===== src/rtl/watch_pkg.sv =====
// Shared encodings, field limits, reset time and calendar helpers for the watch setter.
package watch_pkg;

  localparam logic [1:0] StIdle   = 2'd0;
  localparam logic [1:0] StEdit   = 2'd1;
  localparam logic [1:0] StCommit = 2'd2;

  localparam logic [2:0] FldYear   = 3'd0;
  localparam logic [2:0] FldMonth  = 3'd1;
  localparam logic [2:0] FldDay    = 3'd2;
  localparam logic [2:0] FldHour   = 3'd3;
  localparam logic [2:0] FldMinute = 3'd4;
  localparam logic [2:0] FldSecond = 3'd5;

  localparam logic [11:0] YearMin   = 12'd1;
  localparam logic [11:0] YearMax   = 12'd4095;
  localparam logic [11:0] MonthMax  = 12'd12;
  localparam logic [11:0] HourMax   = 12'd23;
  localparam logic [11:0] MinSecMax = 12'd59;

  localparam logic [11:0] RstYear   = 12'd2021;
  localparam logic [7:0]  RstMonth  = 8'd5;
  localparam logic [7:0]  RstDay    = 8'd30;
  localparam logic [7:0]  RstHour   = 8'd0;
  localparam logic [7:0]  RstMinute = 8'd0;
  localparam logic [7:0]  RstSecond = 8'd0;

  function automatic logic is_leap(input logic [11:0] y);
    return ((y[1:0] == 2'd0) && ((y % 12'd100) != 12'd0)) || ((y % 12'd400) == 12'd0);
  endfunction

  function automatic logic [7:0] max_date(input logic [11:0] y, input logic [7:0] m);
    case (m)
      8'd2:                      return is_leap(y) ? 8'd29 : 8'd28;
      8'd4, 8'd6, 8'd9, 8'd11:   return 8'd30;
      default:                   return 8'd31;
    endcase
  endfunction

  // Out-of-range values (e.g. an unclamped day) wrap like the upper bound.
  function automatic logic [11:0] wrap_step(input logic [11:0] v, input logic [11:0] lo,
                                            input logic [11:0] hi, input logic up);
    if (up) return (v >= hi) ? lo : v + 12'd1;
    else    return (v <= lo) ? hi : v - 12'd1;
  endfunction

endpackage


===== src/rtl/btn_cond.sv =====
// Push-button conditioner: 2-flop synchronizer, stable-time debouncer, rising-edge press pulse.
module btn_cond #(
  parameter logic [15:0] DEB_CYC = 16'd50000
) (
  input  logic clk,
  input  logic rst,
  input  logic raw,
  output logic press
);

  logic        sync1_q, sync2_q, level_q, press_q;
  logic [15:0] cnt_q;
  logic        accept;

  // cnt_q counts consecutive samples that disagree with the accepted level.
  assign accept = (sync2_q != level_q) && (cnt_q == DEB_CYC - 16'd1);

  always_ff @(posedge clk or negedge rst) begin
    if (!rst) begin
      sync1_q <= 1'b0;
      sync2_q <= 1'b0;
      level_q <= 1'b0;
      press_q <= 1'b0;
      cnt_q   <= 16'd0;
    end else begin
      sync1_q <= raw;
      sync2_q <= sync1_q;
      if (sync2_q == level_q) begin
        cnt_q <= 16'd0;
      end else if (accept) begin
        cnt_q   <= 16'd0;
        level_q <= sync2_q;
      end else begin
        cnt_q <= cnt_q + 16'd1;
      end
      press_q <= accept & sync2_q;
    end
  end

  assign press = press_q;

endmodule


===== src/rtl/watch_setter.sv =====
// Button-driven time-setting front end: edits a copy of the running time, then loads it back.
module watch_setter
  import watch_pkg::*;
#(
  parameter logic [15:0] DEB_CYC     = 16'd50000,
  parameter logic [5:0]  TIMEOUT_SEC = 6'd30
) (
  input  logic        clk,
  input  logic        rst,
  input  logic        clk1sec,
  input  logic        btn_mode,
  input  logic        btn_next,
  input  logic        btn_up,
  input  logic        btn_down,
  input  logic [11:0] cur_year,
  input  logic [7:0]  cur_month,
  input  logic [7:0]  cur_day,
  input  logic [7:0]  cur_hour,
  input  logic [7:0]  cur_minute,
  input  logic [7:0]  cur_second,
  output logic [51:0] bin_time,
  output logic        set_time,
  output logic        editing,
  output logic [2:0]  field
);

  logic [3:0] raw, press;  // 0 mode, 1 next, 2 up, 3 down
  assign raw = {btn_down, btn_up, btn_next, btn_mode};

  for (genvar i = 0; i < 4; i++) begin : g_btn
    btn_cond #(.DEB_CYC(DEB_CYC)) u_btn (
      .clk   (clk),
      .rst   (rst),
      .raw   (raw[i]),
      .press (press[i])
    );
  end

  logic [1:0]  state_q, state_d;
  logic [2:0]  field_q, field_d;
  logic [5:0]  tcnt_q, tcnt_d;
  logic [11:0] year_q, year_d;
  logic [7:0]  month_q, month_d, day_q, day_d, hour_q, hour_d;
  logic [7:0]  minute_q, minute_d, second_q, second_d;
  logic [7:0]  mdays;
  logic [11:0] sel_val, sel_lo, sel_hi, stepped;

  assign mdays = max_date(year_q, month_q);

  always_comb begin
    sel_lo = 12'd0;
    case (field_q)
      FldYear:   begin sel_val = year_q;            sel_lo = YearMin; sel_hi = YearMax;   end
      FldMonth:  begin sel_val = {4'd0, month_q};   sel_lo = 12'd1;   sel_hi = MonthMax;  end
      FldDay:    begin sel_val = {4'd0, day_q};     sel_lo = 12'd1;   sel_hi = {4'd0, mdays}; end
      FldHour:   begin sel_val = {4'd0, hour_q};    sel_hi = HourMax;   end
      FldMinute: begin sel_val = {4'd0, minute_q};  sel_hi = MinSecMax; end
      default:   begin sel_val = {4'd0, second_q};  sel_hi = MinSecMax; end
    endcase
    stepped = wrap_step(sel_val, sel_lo, sel_hi, press[2]);
  end

  always_comb begin
    state_d  = state_q;
    field_d  = field_q;
    tcnt_d   = tcnt_q;
    year_d   = year_q;
    month_d  = month_q;
    day_d    = day_q;
    hour_d   = hour_q;
    minute_d = minute_q;
    second_d = second_q;
    case (state_q)
      StIdle: begin
        if (press[0]) begin
          year_d   = cur_year;
          month_d  = cur_month;
          day_d    = cur_day;
          hour_d   = cur_hour;
          minute_d = cur_minute;
          second_d = cur_second;
          field_d  = FldYear;
          tcnt_d   = 6'd0;
          state_d  = StEdit;
        end
      end
      StEdit: begin
        // Clamp is one cycle behind the month/year step that caused it.
        if (day_q > mdays) day_d = mdays;
        if (|press) begin
          tcnt_d = 6'd0;
        end else if (clk1sec) begin
          tcnt_d = tcnt_q + 6'd1;
          if (tcnt_d >= TIMEOUT_SEC) state_d = StIdle;
        end
        if (press[0]) begin
          state_d = StCommit;
        end else if (press[1]) begin
          field_d = (field_q == FldSecond) ? FldYear : field_q + 3'd1;
        end else if (press[2] || press[3]) begin
          case (field_q)
            FldYear:   year_d   = stepped;
            FldMonth:  month_d  = stepped[7:0];
            FldDay:    day_d    = stepped[7:0];
            FldHour:   hour_d   = stepped[7:0];
            FldMinute: minute_d = stepped[7:0];
            default:   second_d = stepped[7:0];
          endcase
        end
      end
      StCommit: state_d = StIdle;
      default:  state_d = StIdle;
    endcase
  end

  always_ff @(posedge clk or negedge rst) begin
    if (!rst) begin
      state_q  <= StIdle;
      field_q  <= FldYear;
      tcnt_q   <= 6'd0;
      year_q   <= RstYear;
      month_q  <= RstMonth;
      day_q    <= RstDay;
      hour_q   <= RstHour;
      minute_q <= RstMinute;
      second_q <= RstSecond;
    end else begin
      state_q  <= state_d;
      field_q  <= field_d;
      tcnt_q   <= tcnt_d;
      year_q   <= year_d;
      month_q  <= month_d;
      day_q    <= day_d;
      hour_q   <= hour_d;
      minute_q <= minute_d;
      second_q <= second_d;
    end
  end

  assign bin_time = {year_q, month_q, day_q, hour_q, minute_q, second_q};
  assign set_time = (state_q == StCommit);
  assign editing  = (state_q == StEdit);
  assign field    = field_q;

endmodule


===== config.mk =====
export PLATFORM = sky130hd
export DESIGN_NAME = watch_setter
export DESIGN_NICKNAME = d
export VERILOG_FILES = /design/src/rtl/watch_pkg.sv /design/src/rtl/btn_cond.sv /design/src/rtl/watch_setter.sv
export SDC_FILE = /design/constraint.sdc
export NUM_CORES = 1
export LEC_CHECK = 0
export BUFFER_PORTS_ARGS = -buffer_cell sky130_fd_sc_hd__buf_2
export CORE_ASPECT_RATIO = 0.6
export CORE_MARGIN = 2
export CORE_UTILIZATION = 25
export CTS_BUF_LIST = sky130_fd_sc_hd__clkbuf_4 sky130_fd_sc_hd__clkbuf_8
export DETAILED_ROUTE_END_ITERATION = 10
export PLACE_DENSITY = 0.4
export SLEW_MARGIN = 5
export SYNTH_ARGS = -nofsm -noshare
export SYNTH_HDL_FRONTEND = slang
export SYNTH_SLANG_ARGS = --single-unit

===== constraint.sdc =====
create_clock -name clk -period 15.45 [get_ports clk]
set_input_delay 0 -clock clk [delete_from_list [all_inputs] [get_ports clk]]
set_output_delay 0 -clock clk [all_outputs]
set_load 0.005 [all_outputs]

==> results.py <==
metrics = {
    "detailed_routing": {
        "vias": 8940,
        "drt_first_iter_violations": 810,
        "wl_microns": 33700,
        "drc": 0,
        "drtAntennaViolNets": 0,
        "drt_pass1_iterations": 5,
        "drt-wirelength-per-cell_microns": 18.5,
        "drt-vias-per-instance": 4.91,
    },
    "global_routing": {
        "grt_max_degree": 86,
        "grt_first_pass_wirelength_microns": 53000,
        "grt_antenna_before_repair": 0,
        "first_global_vias": 8568,
        "gr-total-overflow": 0,
        "grt.total_usage_pct": 17.0,
    },
    "clock_tree": {
        "cts_buffers": 17,
        "cts_buffer_depth": 2,
        "clock_latency_ns": 0.48,
        "ctsRootBufferMaster": "clkbuf_8",
        "h-tree-depth": 4,
        "clk_pin_slew_ns": 0.09,
        "cts.sinks": 143,
        "cts_tree": "built",
    },
    "hold_path": {
        "worst_hold_startpoint": "clk1sec",
        "hp-class": "input port to register",
    },
    "critical_path": {
        "critPathSlowestCell": "dfstp_2",
        "reg2reg_from": "year_q[9]$_DFFE_PN1P_",
        "cp.arrival_ns": 8.90,
        "critPathLaunch": "year_q[9]$_DFFE_PN1P_",
        "required_ns": 15.85,
        "worst-path-max-fanout": 36,
        "cpPeakStageDelay_ns": 0.93,
        "crit_type": "register to register",
        "worst-path-buf-inv": 0,
        "critical_path.top_delay_family": "compound AO/OA/AOI/OAI gates",
        "critPathMostFrequentCell": "a21o_1",
        "start_kind": "register",
        "critPathCaptureType": "register",
    },
    "logic_synthesis": {
        "syn_avg_cell_area_sq_um": 8.29,
        "synth_area_sq_mm": 0.00965,
        "syn_inst": 1163,
        "synth_fp_nets": 1242,
        "ys_ff_latch": 143,
        "ys_seq_area_share_pct": 37.3,
        "ys_warn_count": 0,
        "async_flop_share_pct": 100,
        "synthDistinctLibCells": 91,
        "synthFlopType": "dfrtp_1",
        "synth_edf_count": 0,
    },
    "placement": {
        "place_hpwl_microns": 25200,
        "gp_congestion": 0.861,
        "numPortBuffers": 115,
        "dp_slack_ns": 7.13,
        "dpl_cell_area_sq_mm": 0.0106,
    },
    "sta": {
        "slew_violations": 0,
        "period_minus_slack_ns": 8.50,
        "setup_viol": 0,
        "slew_headroom_pct": 32.1,
        "tightest_slew_ns": 1.02,
        "clock_skew_ns": 0.0126,
        "rsz0062_at_grt": "false",
        "fin_crit_sh_pct": 55.0,
        "worst_slack_ns": 6.95,
        "final.setup.tns_ns": 0,
        "fmax_mhz": 118,
        "hold_viol": 0,
    },
    "power_and_ir_drop": {
        "switching_share_pct": 33.5,
        "power_leakage_nw": 4.98,
        "ir_worst_vdd_v": 0.0000533,
        "p_per_area_mw_per_mm2": 80.1,
        "power.internal_w": 0.000618,
        "power_switching_w": 0.000311,
        "finalPower_w": 0.000929,
        "power_frac_clock_pct": 33.6,
        "p_comb_share_pct": 20.6,
        "p_seq_share_pct": 45.8,
    },
    "floorplan": {
        "dieWidth_microns": 258,
        "dieArea_sq_mm": 0.0402,
        "ioPinCount": 116,
        "start_util_pct": 25.5,
        "chipHeight_microns": 156,
        "core_area_sq_mm": 0.0378,
        "row_count": 55,
    },
    "run_status": {
        "run_status": "finished clean",
    },
    "finish": {
        "nets": 1372,
        "ff_latch_area_sq_mm": 0.00360,
        "antenna_cells": 0,
        "mostFrequentLayoutCell": "nor2_1",
        "drive_above_1_share_pct": 16.2,
        "final_cell_area_sq_mm": 0.0116,
        "layout_common_cells": "160 x nor2_1, 129 x dfrtp_1, 128 x nand2_1",
        "multi_input_area_sq_mm": 0.00561,
        "final_util_pct": 30.6,
        "nFillCells": 4094,
        "syn_to_final_growth_pct": 20.3,
    },
    "flow_run": {
        "max-cap-violations": 0,
    },
}
[worst reg2reg max path: cells and delay by family, from the launching register on]
| family | cells | cell delay [ns] |
|---|---|---|
| fa+ha+maj | 1 | 0.24 |
| compound gates | 20 | 5.07 |
| simple gates | 7 | 1.81 |
| mux | 1 | 0.38 |
| flops | 1 | 0.93 |
[flip-flops by register name, indices dropped and copies added (netlist names)]
| signal | flops |
|---|---|
| g_btn.u_btn.sync2_q | 4 |
| hour_q | 8 |
| g_btn.u_btn.sync1_q | 4 |
| month_q | 8 |
| g_btn.u_btn.press | 4 |
| field | 3 |
| g_btn.u_btn.level_q | 4 |
| minute_q | 8 |
| second_q | 8 |
| year_q | 12 |
| tcnt_q | 6 |
| day_q | 8 |
| state_q | 2 |
| g_btn.u_btn.cnt_q | 64 |
[synth_stat cells (16+ instances only)]
cell	number	area (sq um)
inv_1	33	124
xnor2_1	39	342
xor2_1	37	324
nand2_1	128	480
nand4_1	16	100
ha_1	20	250
nor2_1	160	601
nor3_1	31	155
o21ai_0	66	330
dfrtp_1	129	3230
nand2b_1	16	100
clkbuf_1	42	158
nand3_1	42	210
a21oi_1	62	310
and3_1	21	131
o31ai_1	26	195
[cell type report]
cell class / instances / area share [%]
multi-input cells: 915 / 48.4
well taps: 513 / 5.53
flip-flops and latches: 143 / 31.0
repair buffers: 181 / 10.5
inverters: 35 / 1.13
clock inverters: 12 / 1.20
clock buffers: 20 / 2.27
[stage by stage]
step,hold slack (ns),std cells
detailed placement,0.110,1730
global route,0.110,1819
floorplan,-0.296,1163
CTS,0.0480,1819
finish,0.0845,1819
global placement,0.113,1730
[path summary, 6_finish.rpt]
| path | to | slack, ns | cells after the start |
|---|---|---|---|
| worst max-delay path | day_q[6]$_DFFE_PN0P_ | 6.95 | 29 |
| worst min-delay path | tcnt_q[5]$_DFFE_PN0P_ | 0.08 | 4 |
| worst max register to register | day_q[6]$_DFFE_PN0P_ | 6.95 | 29 |
| worst min register to register | g_btn[0].u_btn.sync2_q$_DFF_PN0_ | 0.35 | 0 |
| max in group asynchronous | second_q[7]$_DFFE_PN0P_ | 14.02 | 3 |
| min in group asynchronous | g_btn[0].u_btn.cnt_q[12]$_DFF_PN0_ | 0.13 | 2 |
[power by group through the flow]
stage | registers (W) | clock network (W) | logic (W)
floorplan | 0.000419 | 0 | 0.000115
global placement | 0.000433 | 0 | 0.000183
detailed placement | 0.000432 | 0 | 0.000184
CTS | 0.000425 | 0.000325 | 0.000195
global route | 0.000429 | 0.000340 | 0.000217
finish | 0.000425 | 0.000312 | 0.000192
[repair_timing]
| item | CTS | global route |
|---|---|---|
| buffers inserted | 0 | 0 |
| resized for setup | 0 | 0 |
| hold endpoints to repair | 134 | 0 |
| hold buffers | 57 | 0 |
[cell families after synthesis]
group,share of synthesized area [%]
simple gates,24.4
compound gates,21.7
flops,37.3
buf+inv,4.66
xor+xnor,6.90
fa+ha+maj,2.80
mux,2.22
[layer usage]
layer	wire (microns)	up-vias	global-route usage (%)
met5	0	-	0
met4	407	0	3.74
met3	1710	25	3.51
met2	13200	216	22.7
met1	18300	4297	27.2
li1	-	4402	-
No activity file was read; power rests on OpenSTA's default activity.
